==> config.mk <==
export PLATFORM = sky130hd
export DESIGN_NAME = bin2bcd_4digit
export DESIGN_NICKNAME = d
export VERILOG_FILES = /design/src/rtl/bin2bcd_4digit.sv
export SDC_FILE = /design/constraint.sdc
export NUM_CORES = 1
export LEC_CHECK = 0
export CORE_MARGIN = 3
export CORE_UTILIZATION = 55
export DETAILED_ROUTE_END_ITERATION = 7
export PLACE_DENSITY = 0.86
export SLEW_MARGIN = 40
export SYNTH_ARGS = -nofsm -noshare
export SYNTH_HDL_FRONTEND = slang
export SYNTH_SLANG_ARGS = --single-unit
==> constraint.sdc <==
create_clock -name clk -period 1.6 [get_ports clk]
set_input_delay 0.4 -clock clk [delete_from_list [all_inputs] [get_ports clk]]
set_output_delay 0.4 -clock clk [all_outputs]
set_load 0.05 [all_outputs]
==> src/rtl/bin2bcd_4digit.sv <==
// -----------------------------------------------------------------------------
// bin2bcd_4digit
//
// Sequential binary-to-BCD converter (shift-add-3 / double-dabble) that feeds
// a 4-digit seven-segment driver. It converts an unsigned binary value in the
// range 0..9999 into four BCD digits, d3 (thousands) down to d0 (units). Any
// value above 9999 is flagged as overflow, and all four digits then show 4'hF.
//
// The digit and overflow outputs change together, only when a conversion
// completes. The display therefore never shows a partially converted value.
//
// Timing, with the start edge called E0:
//   E0                 : bin_in captured, busy rises
//   E0+1 .. E0+BIN_W   : one shift-add-3 iteration per clock
//   E0+BIN_W           : busy falls, FSM enters DONE
//   E0+BIN_W+1         : digits/ovf updated, done pulses for one cycle
// If start is held high, a new value is accepted every BIN_W+2 clocks.
//
// Parameters
//   BIN_W   width of bin_in (legal 4..16)
//
// Ports
//   clk     in   1      system clock, all state on rising edge
//   rst_n   in   1      asynchronous active-low reset
//   start   in   1      conversion request, accepted only in IDLE
//   bin_in  in   BIN_W  unsigned value, sampled when start is accepted
//   busy    out  1      high while the shift iterations are running
//   done    out  1      one-cycle pulse: digits/ovf just updated
//   ovf     out  1      last completed value was > 9999
//   d0..d3  out  4      BCD digits (units .. thousands), 4'hF on overflow
// -----------------------------------------------------------------------------
module bin2bcd_4digit #(
    parameter int BIN_W = 14
) (
    input  logic             clk,
    input  logic             rst_n,
    input  logic             start,
    input  logic [BIN_W-1:0] bin_in,
    output logic             busy,
    output logic             done,
    output logic             ovf,
    output logic [3:0]       d0,
    output logic [3:0]       d1,
    output logic [3:0]       d2,
    output logic [3:0]       d3
);

    typedef enum logic [1:0] {
        S_IDLE,
        S_SHIFT,
        S_DONE
    } state_e;

    // The counter must be able to hold BIN_W itself (up to 16).
    localparam int          CNT_W   = 5;
    localparam logic [16:0] MAX_VAL = 17'd9999;

    state_e             state_q,    state_d;
    logic [BIN_W-1:0]   shift_q,    shift_d;
    logic [15:0]        scratch_q,  scratch_d;
    logic [CNT_W-1:0]   cnt_q,      cnt_d;
    logic               ovf_pend_q, ovf_pend_d;
    logic               busy_q,     busy_d;
    logic               done_q,     done_d;
    logic               ovf_q,      ovf_d;
    logic [15:0]        digits_q,   digits_d;

    logic [15:0]        scratch_adj;

    // Each BCD nibble of 5 or more gets +3 before the shift. The nibble that
    // comes out of the shift then carries correctly into the next decade.
    // The add wraps within 4 bits. This only matters for values above 9999,
    // and overflow overrides the digits for those anyway.
    function automatic logic [15:0] add3(input logic [15:0] s);
        logic [15:0] r;
        logic [3:0]  nib;
        r = s;
        for (int i = 0; i < 4; i++) begin
            nib = s[4*i +: 4];
            if (nib >= 4'd5) begin
                nib = nib + 4'd3;
            end
            r[4*i +: 4] = nib;
        end
        return r;
    endfunction

    assign scratch_adj = add3(scratch_q);

    // -------------------------------------------------------------------------
    // Next-state and output logic
    // -------------------------------------------------------------------------
    always_comb begin
        // NOTE: every signal gets its hold value first, so no path through
        // the case statement can leave one unassigned and infer a latch.
        state_d    = state_q;
        shift_d    = shift_q;
        scratch_d  = scratch_q;
        cnt_d      = cnt_q;
        ovf_pend_d = ovf_pend_q;
        busy_d     = busy_q;
        done_d     = 1'b0;
        ovf_d      = ovf_q;
        digits_d   = digits_q;

        case (state_q)
            S_IDLE: begin
                if (start) begin
                    shift_d    = bin_in;
                    scratch_d  = 16'h0000;
                    cnt_d      = CNT_W'(BIN_W);
                    ovf_pend_d = (17'(bin_in) > MAX_VAL);
                    busy_d     = 1'b1;
                    state_d    = S_SHIFT;
                end
            end

            S_SHIFT: begin
                // Shift {scratch, shift} left by one. The binary MSB enters
                // scratch bit 0, and the top adjusted scratch bit is dropped.
                scratch_d = {scratch_adj[14:0], shift_q[BIN_W-1]};
                shift_d   = shift_q << 1;
                cnt_d     = cnt_q - CNT_W'(1);
                if (cnt_q == CNT_W'(1)) begin
                    busy_d  = 1'b0;
                    state_d = S_DONE;
                end
            end

            S_DONE: begin
                // All visible outputs update in this single edge.
                digits_d = ovf_pend_q ? 16'hFFFF : scratch_q;
                ovf_d    = ovf_pend_q;
                done_d   = 1'b1;
                state_d  = S_IDLE;
            end

            default: begin
                busy_d  = 1'b0;
                state_d = S_IDLE;
            end
        endcase
    end

    // -------------------------------------------------------------------------
    // State registers
    // -------------------------------------------------------------------------
    // NOTE: sequential state uses non-blocking assignments. Every register
    // samples its pre-edge value, whatever order the statements appear in.
    // NOTE: the datapath registers (shift, scratch, counter) are reset along
    // with the control. A reset in mid-conversion then leaves nothing stale
    // behind, and no output can be X after reset.
    always_ff @(posedge clk or negedge rst_n) begin
        if (!rst_n) begin
            state_q    <= S_IDLE;
            shift_q    <= '0;
            scratch_q  <= 16'h0000;
            cnt_q      <= '0;
            ovf_pend_q <= 1'b0;
            busy_q     <= 1'b0;
            done_q     <= 1'b0;
            ovf_q      <= 1'b0;
            digits_q   <= 16'h0000;
        end else begin
            state_q    <= state_d;
            shift_q    <= shift_d;
            scratch_q  <= scratch_d;
            cnt_q      <= cnt_d;
            ovf_pend_q <= ovf_pend_d;
            busy_q     <= busy_d;
            done_q     <= done_d;
            ovf_q      <= ovf_d;
            digits_q   <= digits_d;
        end
    end

    assign busy = busy_q;
    assign done = done_q;
    assign ovf  = ovf_q;
    assign d3   = digits_q[15:12];
    assign d2   = digits_q[11:8];
    assign d1   = digits_q[7:4];
    assign d0   = digits_q[3:0];

endmodule

==> metrics.cfg <==
[status]
status=finished clean

[routing]
drtIter0Drc=233
via_per_inst=5.92
first_pass_iters=5
wl_per_cell_um=16.1
vias=2331
antenna_left=0
drc=0
routed_wl_um=6340

[min_path]
hold_path_class=input port to async pin

[synth]
yosys.cell_types.count=40
syn_area_um2=2770
syn_inst=280
ys_ff_latch=57
yosysSeqAreaShare_pct=51.5
netlist_top_cells_area=dfrtp_1, o21ai_0, nand2_1, ha_1, inv_1
ys_warn_count=0
synth_top_area_share_pct=51.5
syn_nets=307
yosysTopAreaCell=dfrtp_1
synth_area_per_cell_um2=9.89

[timing]
min_period_over_period_pct=92.6
drv_slew=0
worst_slew_pin_slew_ps=580
final-setup-viol-count=0
hold_violations=0
period_minus_slack_ps=1480
grt_setup_unrepaired=false
skew_ps=5.37
relSlewSlack_pct=61.4
fmax_ghz=0.675

[worst_setup_path]
arrival_ps=1690
crit_path_max_fanout=5
end_kind=flop
path_cells=inv_1, ha_1, nor2b_1, o21a_1, o311ai_1
cpMaxStageDelayCell=dfrtp_1
worst-path-stages=5
worst-path-buf-inv=1
r2r_cells=5
path_delay_family=compound AO/OA/AOI/OAI gates
start_kind=flop
path_class=flop to flop
worst_ep_required_time_ps=1810
slowest_delay_ps=410

[pwr]
power_leakage_nw=1.60
p_total_mw=6.97
clockPowerShare_pct=15.4
seqPwrFrac_pct=36.9
switching_power_mw=2.90
switching_share_pct=41.6
power-per-cell-area_nw_per_um2=1940
power.internal_mw=4.07
combPwrFrac_pct=47.8
irDropWorstVdd_mv=1.01

[layout]
diodes=0
syn2layout_area_growth_pct=29.6
postLayoutCoreUtil_pct=75.0
drive_gt1_share_pct=16.8
nNetsFinal=352
stdcell_count=394

[floorplanning]
core_um2=4790
die_y_um=77.0
std_cell_rows=25
die_area_um2=5920
start_util_pct=57.9
ios=36
die_w_um=77.0

[clock_network]
clock_path_buffers=2
path_clk_slew_ps=60
numCtsBuffers=9
cts_tree=done
h-tree-depth=3
root_buffer=clkbuf_8
cts_setup_buffers=0
clk_latency_ps=330
clock-sinks=57

[place]
dpl.cell_count=381
numPortBuffers=35
hpwlAfterDp_um=4460
place_congestion=0.893

[global_routing]
grt_max_degree=28
grt_usage_pct=23.6
grt_overflow_total=0
grt_pass1_wl_um=11000
antenna_found_initial=0
grt_pass1_vias=2288

[run]
maxCapViolCount=0

-- power by group through the flow --
stage / combinational (mW) / sequential [mW] / clock [mW]
floorplan: 1.75 / 2.82 / 0
global placement: 3.13 / 2.52 / 0
detailed placement: 3.30 / 2.56 / 0
CTS: 3.33 / 2.55 / 1.09
global route: 3.60 / 2.64 / 1.16
finish: 3.33 / 2.57 / 1.07
-- worst register-to-register path: stages (launching register included) --
cell,delay [ps]
dfrtp_1,410
inv_1,100
ha_1,230
nor2b_1,170
o21a_1,200
o311ai_1,260
-- through the flow --
stage	hold WS, ps	instance area, um^2	worst slack [ps]	setup TNS, ps
CTS	38.2	3590	88.6	0
finish	38.1	3590	119	0
global route	54.0	3590	17.5	0
floorplan	104	2770	242	0
global placement	391	3440	-162	-220
detailed placement	391	3440	-193	-543
-- layout make-up --
type,count,area [um^2]
Clock buffer,12,145
Clock inverter,1,5.00
Fill cell,291,1200
Inverter,21,78.8
Multi-Input combinational cell,185,1170
Sequential cell,57,1430
Tap cell,67,83.8
Timing Repair Buffer,51,681
-- routing by layer --
layer	vias to the layer above	share of wire (%)	track usage, %
li1	1079	-	-
met1	1162	43	30.6
met2	80	51	38.6
met3	10	4.4	4.93
met4	0	1.5	9.96
met5	-	0	0
-- cells in the mapped netlist, drive strengths merged --
master and number:
xnor2 3, buf 14, a31oi 6, a21oi 1, or4 1, nor3b 1
inv 21, nand3 1, a22o 1, o32ai 3, dfrtp 57, o2bb2ai 1
nor3 1, o21bai 1, clkbuf 3, a211oi 3, o311ai 4, o31ai 4
nor2b 5, and2b 1, o221ai 4, mux2i 1, o2111ai 8, nand2 41
a22oi 10, ha 10, or4b 1, o22ai 1, o21ai 35, a32o 4
and3 1, and2 4, nor2 20, o21a 4, nand2b 3, o21ba 1
-- sequential cells by signal (all words and copies together), names as in the netlist --
name        cells
ovf             1
busy            1
digits_q       16
scratch_q      16
state_q         2
cnt_q           5
ovf_pend_q      1
done            1
shift_q        14
-- worst paths after layout --
check,start,endpoint,slack [ps]
worst max-delay path,scratch_q[8]$_DFFE_PN0P_,scratch_q[10]$_DFFE_PN0P_,120
worst min-delay path,rst_n,shift_q[4]$_DFFE_PN0P_,40
worst max register to register,scratch_q[8]$_DFFE_PN0P_,scratch_q[10]$_DFFE_PN0P_,120
worst min register to register,shift_q[3]$_DFFE_PN0P_,shift_q[3]$_DFFE_PN0P_,490
max in group asynchronous,rst_n,done$_DFF_PN0_,1070
min in group clk,shift_q[3]$_DFFE_PN0P_,shift_q[3]$_DFFE_PN0P_,490
-- layout by cell type (no fill, tap or decap), drive strengths merged, types with 3 or more instances in the layout --
| cell | synthesis | final |
|---|---|---|
| dfrtp | 57 | 57 |
| nand2 | 41 | 41 |
| buf | 14 | 36 |
| o21ai | 35 | 35 |
| inv | 21 | 21 |
| nor2 | 20 | 20 |
| clkdlybuf4s50 | 0 | 15 |
| clkbuf | 3 | 12 |
| a22oi | 10 | 10 |
| ha | 10 | 10 |
| o2111ai | 8 | 8 |
| a31oi | 6 | 6 |
| nor2b | 5 | 5 |
| and2 | 4 | 4 |
| o21a | 4 | 4 |
| o311ai | 4 | 4 |
| o221ai | 4 | 4 |
| o31ai | 4 | 4 |
| a32o | 4 | 4 |
| xnor2 | 3 | 3 |
| o32ai | 3 | 3 |
| nand2b | 3 | 3 |
| a211oi | 3 | 3 |
-- kinds of logic after synthesis --
| family | share of synthesized area (%) |
|---|---|
| AOI/OAI and AO/OA | 22.9 |
| and+or+nand+nor | 13.4 |
| muxes | 0.361 |
| adders and majority gates | 4.52 |
| DFF | 51.5 |
| xor gates and xnor gates | 0.949 |
| buffers and inverters | 6.37 |
-- what timing repair did --
| action | 4_1_cts | 5_1_grt |
|---|---|---|
| resized for setup | 0 | 2 |
| hold buffers | 0 | 0 |
| endpoints found under the hold margin | 0 | 0 |
| setup endpoints to repair | 0 | 7 |
(Power assumes the default switching activity.)
